===== src/rtl/cdb_broadcaster.sv =====
// cdb_broadcaster: per-FU result FIFOs feeding a round-robin arbitrated common data bus.
// Optional statistics counters are compiled in when CDB_BROADCASTER_STATS_EN is defined.

// Generic show-ahead FIFO with full/empty flags.
// Latency: a pushed entry is visible at the head from the next cycle.
// Backpressure: push is dropped while full, even in a cycle that also pops.
module cdb_fifo #(
    parameter int WIDTH = 8,
    parameter int DEPTH = 2
) (
    input  logic             clk,
    input  logic             rst_n,
    input  logic             push,
    input  logic [WIDTH-1:0] push_dat,
    input  logic             pop,
    output logic [WIDTH-1:0] head_dat,
    output logic             empty,
    output logic             full
);
    localparam int PW = (DEPTH <= 1) ? 1 : $clog2(DEPTH);
    localparam logic [PW:0] FULL_CNT = (PW+1)'(DEPTH);

    logic [WIDTH-1:0] mem [DEPTH];
    logic [PW-1:0]    wr_ptr;
    logic [PW-1:0]    rd_ptr;
    logic [PW:0]      count;
    logic             push_ok;
    logic             pop_ok;

    assign full     = (count == FULL_CNT);
    assign empty    = (count == '0);
    assign push_ok  = push && !full;
    assign pop_ok   = pop && !empty;
    assign head_dat = mem[rd_ptr];

    // Depth is a power of two, so the pointers wrap naturally.
    always_ff @(posedge clk or negedge rst_n) begin
        if (!rst_n) begin
            wr_ptr <= '0;
            rd_ptr <= '0;
            count  <= '0;
        end else begin
            if (push_ok)
                wr_ptr <= wr_ptr + PW'(1);
            if (pop_ok)
                rd_ptr <= rd_ptr + PW'(1);
            case ({push_ok, pop_ok})
                2'b10:   count <= count + (PW+1)'(1);
                2'b01:   count <= count - (PW+1)'(1);
                default: count <= count;
            endcase
        end
    end

    always_ff @(posedge clk) begin
        if (push_ok)
            mem[wr_ptr] <= push_dat;
    end
endmodule

// Collects FU results and broadcasts up to CDB_LANES per cycle, round-robin from rr_ptr.
// Latency: one cycle through the FIFO; push at edge N appears on the CDB from edge N+1.
// Backpressure: fu_ready drops when an FU FIFO is full; lanes hold while cdb_ready is low.
module cdb_broadcaster #(
    parameter int FU_NUM                 = 4,
    parameter int CDB_LANES              = 2,
    parameter int FIFO_DEPTH             = 2,
    parameter int PHYSICAL_REG_NUM_WIDTH = 6,
    parameter int REG_VAL_WIDTH          = 32,
    parameter int FU_IDX_WIDTH           = (FU_NUM <= 1) ? 1 : $clog2(FU_NUM)
) (
    input  logic                                            clk,
    input  logic                                            reset,
    input  logic [FU_NUM-1:0]                               fu_valid,
    output logic [FU_NUM-1:0]                               fu_ready,
    input  logic [FU_NUM-1:0][PHYSICAL_REG_NUM_WIDTH-1:0]   fu_dst_reg_addr,
    input  logic [FU_NUM-1:0][REG_VAL_WIDTH-1:0]            fu_result_val,
    input  logic                                            cdb_ready,
    output logic [CDB_LANES-1:0]                            cdb_valid,
    output logic [CDB_LANES-1:0][PHYSICAL_REG_NUM_WIDTH-1:0] cdb_register_addr,
    output logic [CDB_LANES-1:0][REG_VAL_WIDTH-1:0]         cdb_register_val,
    output logic [CDB_LANES-1:0][FU_IDX_WIDTH-1:0]          cdb_fu_idx
`ifdef CDB_BROADCASTER_STATS_EN
    ,
    output logic [31:0]                                     stat_broadcast_cnt,
    output logic [31:0]                                     stat_fu_stall_cnt
`endif
);
    typedef struct packed {
        logic [PHYSICAL_REG_NUM_WIDTH-1:0] addr;
        logic [REG_VAL_WIDTH-1:0]          val;
    } result_t;

    result_t                 push_dat [FU_NUM];
    result_t                 head_dat [FU_NUM];
    logic [FU_NUM-1:0]       fifo_empty;
    logic [FU_NUM-1:0]       fifo_full;
    logic [FU_NUM-1:0]       pop;
    logic [FU_NUM-1:0]       gnt_vec;
    logic [CDB_LANES-1:0]    lane_gnt;
    logic [FU_IDX_WIDTH-1:0] lane_sel [CDB_LANES];
    logic [FU_IDX_WIDTH-1:0] rr_ptr;
    logic [FU_IDX_WIDTH-1:0] rr_next;
    logic [FU_IDX_WIDTH-1:0] cand;
    logic                    found;
    logic                    load_en;

    for (genvar j = 0; j < FU_NUM; j++) begin : g_fifo
        assign push_dat[j] = '{addr: fu_dst_reg_addr[j], val: fu_result_val[j]};

        cdb_fifo #(
            .WIDTH ($bits(result_t)),
            .DEPTH (FIFO_DEPTH)
        ) u_fifo (
            .clk      (clk),
            .rst_n    (reset),
            .push     (fu_valid[j]),
            .push_dat (push_dat[j]),
            .pop      (pop[j]),
            .head_dat (head_dat[j]),
            .empty    (fifo_empty[j]),
            .full     (fifo_full[j])
        );
    end

    // Readiness comes from the pre-pop count: a full FIFO refuses even while it drains.
    assign fu_ready = ~fifo_full;
    assign load_en  = !(|cdb_valid) || cdb_ready;
    assign pop      = load_en ? gnt_vec : '0;

    // Lane k takes the k-th non-empty FIFO in scan order starting at rr_ptr.
    always_comb begin
        lane_gnt = '0;
        gnt_vec  = '0;
        rr_next  = rr_ptr;
        cand     = '0;
        found    = 1'b0;
        for (int k = 0; k < CDB_LANES; k++)
            lane_sel[k] = '0;
        for (int k = 0; k < CDB_LANES; k++) begin
            found = 1'b0;
            for (int i = 0; i < FU_NUM; i++) begin
                cand = FU_IDX_WIDTH'((int'(rr_ptr) + i) % FU_NUM);
                if (!found && !fifo_empty[cand] && !gnt_vec[cand]) begin
                    found         = 1'b1;
                    lane_gnt[k]   = 1'b1;
                    lane_sel[k]   = cand;
                    gnt_vec[cand] = 1'b1;
                    rr_next       = FU_IDX_WIDTH'((int'(cand) + 1) % FU_NUM);
                end
            end
        end
    end

    always_ff @(posedge clk or negedge reset) begin
        if (!reset) begin
            rr_ptr            <= '0;
            cdb_valid         <= '0;
            cdb_register_addr <= '0;
            cdb_register_val  <= '0;
            cdb_fu_idx        <= '0;
        end else if (load_en) begin
            rr_ptr    <= rr_next;
            cdb_valid <= lane_gnt;
            for (int k = 0; k < CDB_LANES; k++) begin
                if (lane_gnt[k]) begin
                    cdb_register_addr[k] <= head_dat[lane_sel[k]].addr;
                    cdb_register_val[k]  <= head_dat[lane_sel[k]].val;
                    cdb_fu_idx[k]        <= lane_sel[k];
                end else begin
                    cdb_register_addr[k] <= '0;
                    cdb_register_val[k]  <= '0;
                    cdb_fu_idx[k]        <= '0;
                end
            end
        end
    end

`ifdef CDB_BROADCASTER_STATS_EN
    logic [32:0] bc_sum;
    logic        any_stall;

    assign bc_sum    = {1'b0, stat_broadcast_cnt} + 33'($countones(lane_gnt));
    assign any_stall = |(fu_valid & ~fu_ready);

    // Both counters saturate instead of wrapping.
    always_ff @(posedge clk or negedge reset) begin
        if (!reset) begin
            stat_broadcast_cnt <= '0;
            stat_fu_stall_cnt  <= '0;
        end else begin
            if (load_en)
                stat_broadcast_cnt <= bc_sum[32] ? 32'hFFFF_FFFF : bc_sum[31:0];
            if (any_stall && (stat_fu_stall_cnt != 32'hFFFF_FFFF))
                stat_fu_stall_cnt <= stat_fu_stall_cnt + 32'd1;
        end
    end
`endif
endmodule


===== config.mk =====
export PLATFORM = sky130hd
export DESIGN_NAME = cdb_broadcaster
export DESIGN_NICKNAME = d
export VERILOG_FILES = /design/src/rtl/cdb_broadcaster.sv
export SDC_FILE = /design/constraint.sdc
export NUM_CORES = 1
export LEC_CHECK = 0
export CAP_MARGIN = 20
export CORE_MARGIN = 2
export CORE_UTILIZATION = 40
export DETAILED_ROUTE_END_ITERATION = 8
export DONT_BUFFER_PORTS = 1
export GPL_ROUTABILITY_DRIVEN = 1
export PLACE_DENSITY_LB_ADDON = 0.25
export SLEW_MARGIN = 15
export SYNTH_ARGS = -nofsm -noshare
export SYNTH_HDL_FRONTEND = slang
export SYNTH_HIERARCHICAL = 1
export SYNTH_SLANG_ARGS = --single-unit

===== constraint.sdc =====
create_clock -name clk -period 8.62 [get_ports clk]
set_input_delay 1.724 -clock clk [delete_from_list [all_inputs] [get_ports clk]]
set_output_delay 1.724 -clock clk [all_outputs]
set_load 0.1 [all_outputs]

# After elaboration in Yosys (flattened, before gate mapping)
# Memory sizes are Yosys's and may differ from the RTL's.
# Index checks and enable logic that the tools add are counted.
[op_classes]
add_sub_neg = 22
order_cmp = 10
eq_ne = 12
n_mux = 89
bitwise_logic = 10
n_reduce_logical = 65
[op_table]
columns = ["operator", "n"]
rows = [
  ["38-bit binary-select mux with 2-bit select", 2],
  ["38-bit two-way mux", 4],
  ["32-bit two-way mux", 2],
  ["2-bit two-way mux", 18],
  ["4-bit two-way mux", 9],
  ["1-bit two-way mux", 32],
  ["4-bit OR", 7],
  ["1-bit logical NOT", 27],
  ["1-bit logical AND", 26],
  ["1-bit binary-select mux with 2-bit select", 12],
  ["2-bit by 1-bit adder with 2-bit output (second input constant)", 8],
  ["2-bit equality test (second input constant)", 8],
  ["2-bit case mux with 2 select lines", 4],
  ["2-bit by 3-bit < comparator with 1-bit output (second input constant)", 4],
  ["6-bit two-way mux", 2],
  ["1-bit adder (second input constant)", 8],
  ["1-bit demux with 2-bit select", 4],
  ["2-bit by 1-bit equality test with 1-bit output (second input constant)", 4],
  ["2-bit by 1-bit >= comparator with 1-bit output (second input constant)", 4],
  ["2-bit logical NOT", 4],
  ["2-bit nonzero test", 4],
  ["8-bit nonzero test", 1],
  ["2-bit by 1-bit subtractor with 2-bit output (second input constant)", 4],
  ["3-bit >= comparator (second input constant)", 2],
  ["other kinds (6)", 8],
]
[word_totals]
reg_bits = 100
ramBits = 304
elab_cells = 232
memories = 4
[mem_list]
columns = ["name", "words", "word_bits", "read_ports", "rd_clocked_by_memory_dff", "wr", "line_no", "text"]
rows = [
  ["g_fifo[0].u_fifo.mem", 2, 38, 1, 0, 1, "23", "logic [WIDTH-1:0] mem [DEPTH];"],
  ["g_fifo[1].u_fifo.mem", 2, 38, 1, 0, 1, "23", ""],
  ["g_fifo[2].u_fifo.mem", 2, 38, 1, 0, 1, "23", ""],
  ["g_fifo[3].u_fifo.mem", 2, 38, 1, 0, 1, "23", ""],
]

# Logic depth before layout (Yosys ltp)
[depth]
depth_word = 46
depth_mapped = 24

# By module
# Netlist, hierarchy kept.
[by_module_without_submodules]
columns = ["module", "n_inst", "cells_each", "area_each_um2", "seq_area_each_um2"]
rows = [
  ["cdb_fifo", 4, 136, 2982.9, 2382.3],
  ["cdb_broadcaster", 1, 816, 7340.8, 2102.0],
]

# Worst setup path before layout
# No wires, ideal clock.
[synth_timing]
path_kind = "reg2reg"
startpoint = "reg rr_ptr[0]"
endpoint = "reg g_fifo[2].u_fifo.count[1]"
arrival_time_ns = 5.123
required_ns = 8.541
slack_ns = 3.418
path_stages_with_launch = 24
n_path_buf = 7
synth_period_minus_slack_ns = 5.202
cell_sequence = "dfrtp_1 > buf_6 > clkinv_1 > clkbuf_1 > clkbuf_1 > clkbuf_1 > ha_1 > buf_2 > mux4_2 > buf_2 > nand3b_1 > o21ai_0 > a221oi_4 > o211a_4 > a31o_2 > a211o_1 > a21oi_2 > clkbuf_1 > nand2_1 > a31oi_1 > nor2b_1 > ha_1 > nor2_1 > xor2_1"
[synth_via]
elab_chain_len = 44
elab_cells_between_ends = 106
[synth_rtl]
columns = ["item", "line_no", "text"]
rows = [
  ["from (decl)", "102", "logic [FU_IDX_WIDTH-1:0] rr_ptr;"],
  ["from (signal assigned)", "163", "rr_ptr <= rr_next;"],
  ["2-bit by 3-bit < comparator with 1-bit output (implied by the code) (tied with other cells)", "148", "gnt_vec[cand] = 1'b1;"],
  ["1-bit logical AND (implied by the code) / 1-bit two-way mux (equally long branches)", "148, 144", ""],
  ["1-bit two-way mux (implied by the code) / 1-bit logical NOT (equally long branches)", "148, 144", ""],
  ["1-bit demux with 2-bit select / 1-bit logical AND (equally long branches)", "148, 144", ""],
  ["4-bit two-way mux", "144", "if (!found && !fifo_empty[cand] && !gnt_vec[cand]) begin"],
  ["1-bit binary-select mux with 2-bit select", "144", ""],
  ["1-bit two-way mux (implied by the code)", "144", ""],
  ["1-bit logical NOT", "144", ""],
  ["[30 not listed]", "n/a", ""],
  ["1-bit logical AND", "144", ""],
  ["4-bit two-way mux *", "144", ""],
  ["4-bit two-way mux *", "129", "assign pop = load_en ? gnt_vec : '0;"],
  ["net pop[2]", "98", "logic [FU_NUM-1:0] pop;"],
  ["1-bit logical AND *", "33", "assign pop_ok = pop && !empty;"],
  ["net g_fifo[2].u_fifo.pop_ok", "28", "logic pop_ok;"],
  ["2-bit by 1-bit equality test with 1-bit output / 2-bit equality test (equally long branches)", "47", "case ({push_ok, pop_ok})"],
  ["2-bit case mux with 2 select lines / 2-bit nonzero test (equally long branches)", "n/a", ""],
  ["to (signal assigned)", "48", "2'b10: count <= count + (PW+1)'(1);"],
  ["to (signal assigned)", "49", "2'b01: count <= count - (PW+1)'(1);"],
  ["to (signal assigned)", "50", "default: count <= count;"],
  ["to (decl)", "26", "logic [PW:0] count;"],
]
# Mark *: on every way through the listed nets, which the timed path passes. The rest lies on a longest branch. The select of a mux whose other input is x is not followed.
# A chain may end at the register's enable or synchronous reset.

# Final worst setup path
[layout_timing]
startpoint = "reg rr_ptr[1]"
endpoint = "reg cdb_register_val[36] in the netlist's numbering"
[layout_via]
elab_chain_len = 45
elab_cells_between_ends = 108
[layout_rtl]
columns = ["item", "line_no", "text"]
rows = [
  ["2-bit by 3-bit < comparator with 1-bit output (implied by the code) (tied with other cells)", "148", ""],
  ["1-bit logical AND (implied by the code) / 1-bit two-way mux (equally long branches)", "148, 144", ""],
  ["1-bit two-way mux (implied by the code) / 1-bit logical NOT (equally long branches)", "148, 144", ""],
  ["1-bit demux with 2-bit select / 1-bit logical AND (equally long branches)", "148, 144", ""],
  ["4-bit two-way mux", "144", ""],
  ["1-bit binary-select mux with 2-bit select", "144", ""],
  ["1-bit two-way mux (implied by the code)", "144", ""],
  ["1-bit logical NOT", "144", ""],
  ["[28 not listed]", "n/a", ""],
  ["1-bit two-way mux (implied by the code)", "144", ""],
  ["1-bit logical NOT", "144", ""],
  ["1-bit logical AND", "144", ""],
  ["2-bit two-way mux", "144", ""],
  ["2-bit inverter with 3-bit output (implied by the code)", "168", "cdb_register_val[k] <= head_dat[lane_sel[k]].val;"],
  ["38-bit binary-select mux with 2-bit select", "168", ""],
  ["38-bit two-way mux (implied by the code) (2 in a row)", "168", ""],
  ["32-bit two-way mux *", "166", "if (lane_gnt[k]) begin"],
  ["to (signal, indexed assignment)", "168", ""],
  ["to (decl)", "81", "output logic [CDB_LANES-1:0][REG_VAL_WIDTH-1:0] cdb_register_val,"],
]
# Every way passes the cells marked *; elsewhere a longest branch is shown, timed or not. The select of a mux whose other input is x is not followed.

==> summary.md <==
| Metric | Value |
|---|---|
| Slew headroom | 0.253 |
| Die span in x | 224 microns |
| Min Tclk post-route | 6660 ps |
| Critical Path RT | 9080 ps |
| Library cells used by synthesis | 66 |
| Clock skew | 22.9 ps |
| Achievable Freq | 150 MHz |
| Pin count of the biggest net entering global routing | 101 |
| Hold_buf cts | 0 |
| Final WL | 56200 microns |
| Setup crit start kind | register |
| Seq/Total Area, Yosys | 0.604 |
| Crit-path cells | inv_1, ha_1, mux4_2, and2_1, a41o_1, a221oi_4, o211ai_1, nand4_1, nand3_1, a21o_2, a31oi_4, buf_4, a21oi_1, a311oi_1 |
| Slew @ Worst Pin | 1120 ps |
| # resized after CTS | 0 |
| Post-synthesis compound-gate area fraction | 0.0744 |
| Post-CTS setup buffers | 0 |
| Tcrit/Tclk final | 0.772 |
| R2R Setup Slk | 1960 ps |
| Setup crit end kind | register |
| Worst r2r dst | cdb_register_val[36] |
| Antenna violations before repair | 0 |
| Vert. Die Dim | 224 microns |
| Worst Hold End | g_fifo[0].u_fifo/count[1] |
| Max Slew Vio Count | 0 |
| Ys flop type | edfxtp_1 |
| EDFF count, synth | 304 |
| Drt drc | 0 |
| Count of buffers inserted at the top-level ports | 0 |
| Final Util | 0.446 |
| R2r worst-path depth | 14 |
| Syn Nets | 1527 |
| Mean Syn Cell Area | 14.2 sq um |
| CP max stage cell | dfrtp_1 |
| CTS Buffer Depth | 3 |
| CTS tree | done |
| Gpl congestion | 0.903 |
| GRT overflow | 0 |
| Clock transition at path regs | 70 ps |
| Xor and xnor fraction of the mapped netlist area | 0.00954 |
| CTS Root Cell | clkbuf_16 |
| H-tree levels | 2 |
| N_diodes | 0 |
| # setup viols final | 0 |
| Core area | 47600 sq um |
| Die ar. | 50000 sq um |
| Hold slack | 499 ps |
| Final #Nets | 1493 |
| Clk sinks | 404 |
| Layout area overhead | 10.3% |
| Mux contribution to synthesized area | 0.171 |
| Hpwl dp | 34800 microns |
| Combinational family with the most area after synthesis | multiplexers |
| FP Rows | 80 |
| Synth top area share | 0.474 |
| Max-Cap Viols | 0 |
| DR WL/cell | 28.5 microns |
| Simple-Gate Fraction of Synth Area | 0.102 |
| Synthesized cell area | 19300 sq um |
| Crit path DAT | 7120 ps |
| Number of routed nets with antenna violations | 0 |
| Origin of the worst min-delay path | g_fifo[0].u_fifo/count[1] |
| Fraction of registers with async set/reset | 0.248 |
| Synth Area in Adders | 0.00519 |
| Vias in the first global route | 12.3k |
| RSZ-0062 raised after global routing | false |
| Reg2reg start | rr_ptr[1] |
| Ys Warns | 6 |
| Area leader, netlist | edfxtp_1 |
| First-pass GRT wire length | 82800 microns |
| Crit path max fanout | 39 |
| Largest cells by area after synthesis | edfxtp_1 47%, dfrtp_1 13%, mux2_2 6.9% |
| Final Hold Fails | 0 |
| Total GRT Usage | 0.225 |
| Starting density of the core | 0.404 |
| Crit path kind | reg -> reg |
| WHS Path Cells | 1 |
| Mapped Cells | 1360 |
| Status | complete, no violations |
| # IOs | 245 |
| Worst-Skew Late Latency | 580 ps |
| Iter 0 DRT Violations | 1285 |
| Clock buffer count from CTS | 44 |
| Fill cell count | 4207 |
| Slowest cell delay on critical path | 820 ps |
| Setup TNS | 0 ps |
| Via density | 6.11 |
| Synthesized flop and latch total | 404 |
| Hold Path Class | reg -> reg |
| Top-count cell post-synth | edfxtp_1 |
| Synth cell count leaders | 304 x edfxtp_1, 118 x mux2_2, 100 x dfrtp_1 |
| Share of post-route cells with drive strength above 1 | 0.240 |
| Drt pass-1 iters | 6 |
| DR vias | 12.1k |
-- state kept, by name, summed over array words and instances, names as in the netlist --
signal                flops
cdb_fu_idx                4
g_fifo.u_fifo/count       8
cdb_valid                 2
cdb_register_addr        12
rr_ptr                    2
g_fifo.u_fifo/mem       304
g_fifo.u_fifo/rd_ptr      4
g_fifo.u_fifo/wr_ptr      4
cdb_register_val         64
-- cell usage in the layout (no fill, tap or decap), drive strengths merged, types with 40 or more instances in the layout --
master,count
edfxtp,304
mux2,159
dfrtp,100
nand2,96
nand3,86
clkbuf,50
a21oi,48
mux2i,43
and3,42
mux4,41
nor2,41
nor4,40
-- metal layers --
| layer | share of wire | wire (microns) | GRT usage |
|---|---|---|---|
| met1 | 0.41 | 23200 | 0.295 |
| met2 | 0.48 | 27000 | 0.367 |
| met3 | 0.085 | 4770 | 0.0602 |
| met4 | 0.021 | 1190 | 0.0669 |
| met5 | 0 | 0 | 0 |
-- worst max path at each step --
stage	startpoint	end	slack [ps]	cells past startpoint
finish	rr_ptr[1]	cdb_register_val[36]	1960	14
detailed placement	rr_ptr[1]	cdb_register_val[36]	2100	14
global route	rr_ptr[1]	cdb_register_val[50]	1660	14
floorplan	rr_ptr[0]	g_fifo[2].u_fifo/count[1]	3420	23
CTS	rr_ptr[1]	cdb_register_val[36]	2110	14
global placement	rr_ptr[1]	g_fifo[0].u_fifo/count[1]	2360	17
-- kinds of logic (layout without fill, tap and decap cells) --
family          Yosys count  in the layout
fa+ha+maj                 8              8
buf+inv                 127            127
compound gates          189            189
xor+xnor                 21             21
mux                     243            243
flops                   404            404
simple gates            368            368
-- metrics by stage --
| step | instance area, sq um | setup WS (ps) | std cells |
|---|---|---|---|
| after floorplan | 19300 | 3420 | 1360 |
| after global placement | 19800 | 2360 | 1894 |
| after detailed placement | 19800 | 2100 | 1894 |
| after CTS | 21200 | 2110 | 1974 |
| after global routing | 21300 | 1660 | 1975 |
| final | 21300 | 1960 | 1975 |
-- critical path: cells and delay by family (launching register included) --
family	cells	cell delay [ps]
adder cells (fa/ha/maj)	1	760
AO/OA/AOI/OAI	7	2670
flip-flops	1	820
buffers and inverters	2	800
multiplexers	1	730
AND/OR/NAND/NOR	3	730
-- area by class of cell --
type / instances / area, sq um / area share
clock buffers: 50 / 1160 / 0.0548
clock inverters: 30 / 310 / 0.0146
inverters: 21 / 78.8 / 0.00371
multi-input cells: 829 / 7090 / 0.333
flip-flops and latches: 404 / 11600 / 0.547
well taps: 615 / 769 / 0.0362
repair buffers: 26 / 215 / 0.0101
Power is not shown: default switching activity piles up to over one toggle a cycle in this logic, so the estimate is an artifact.
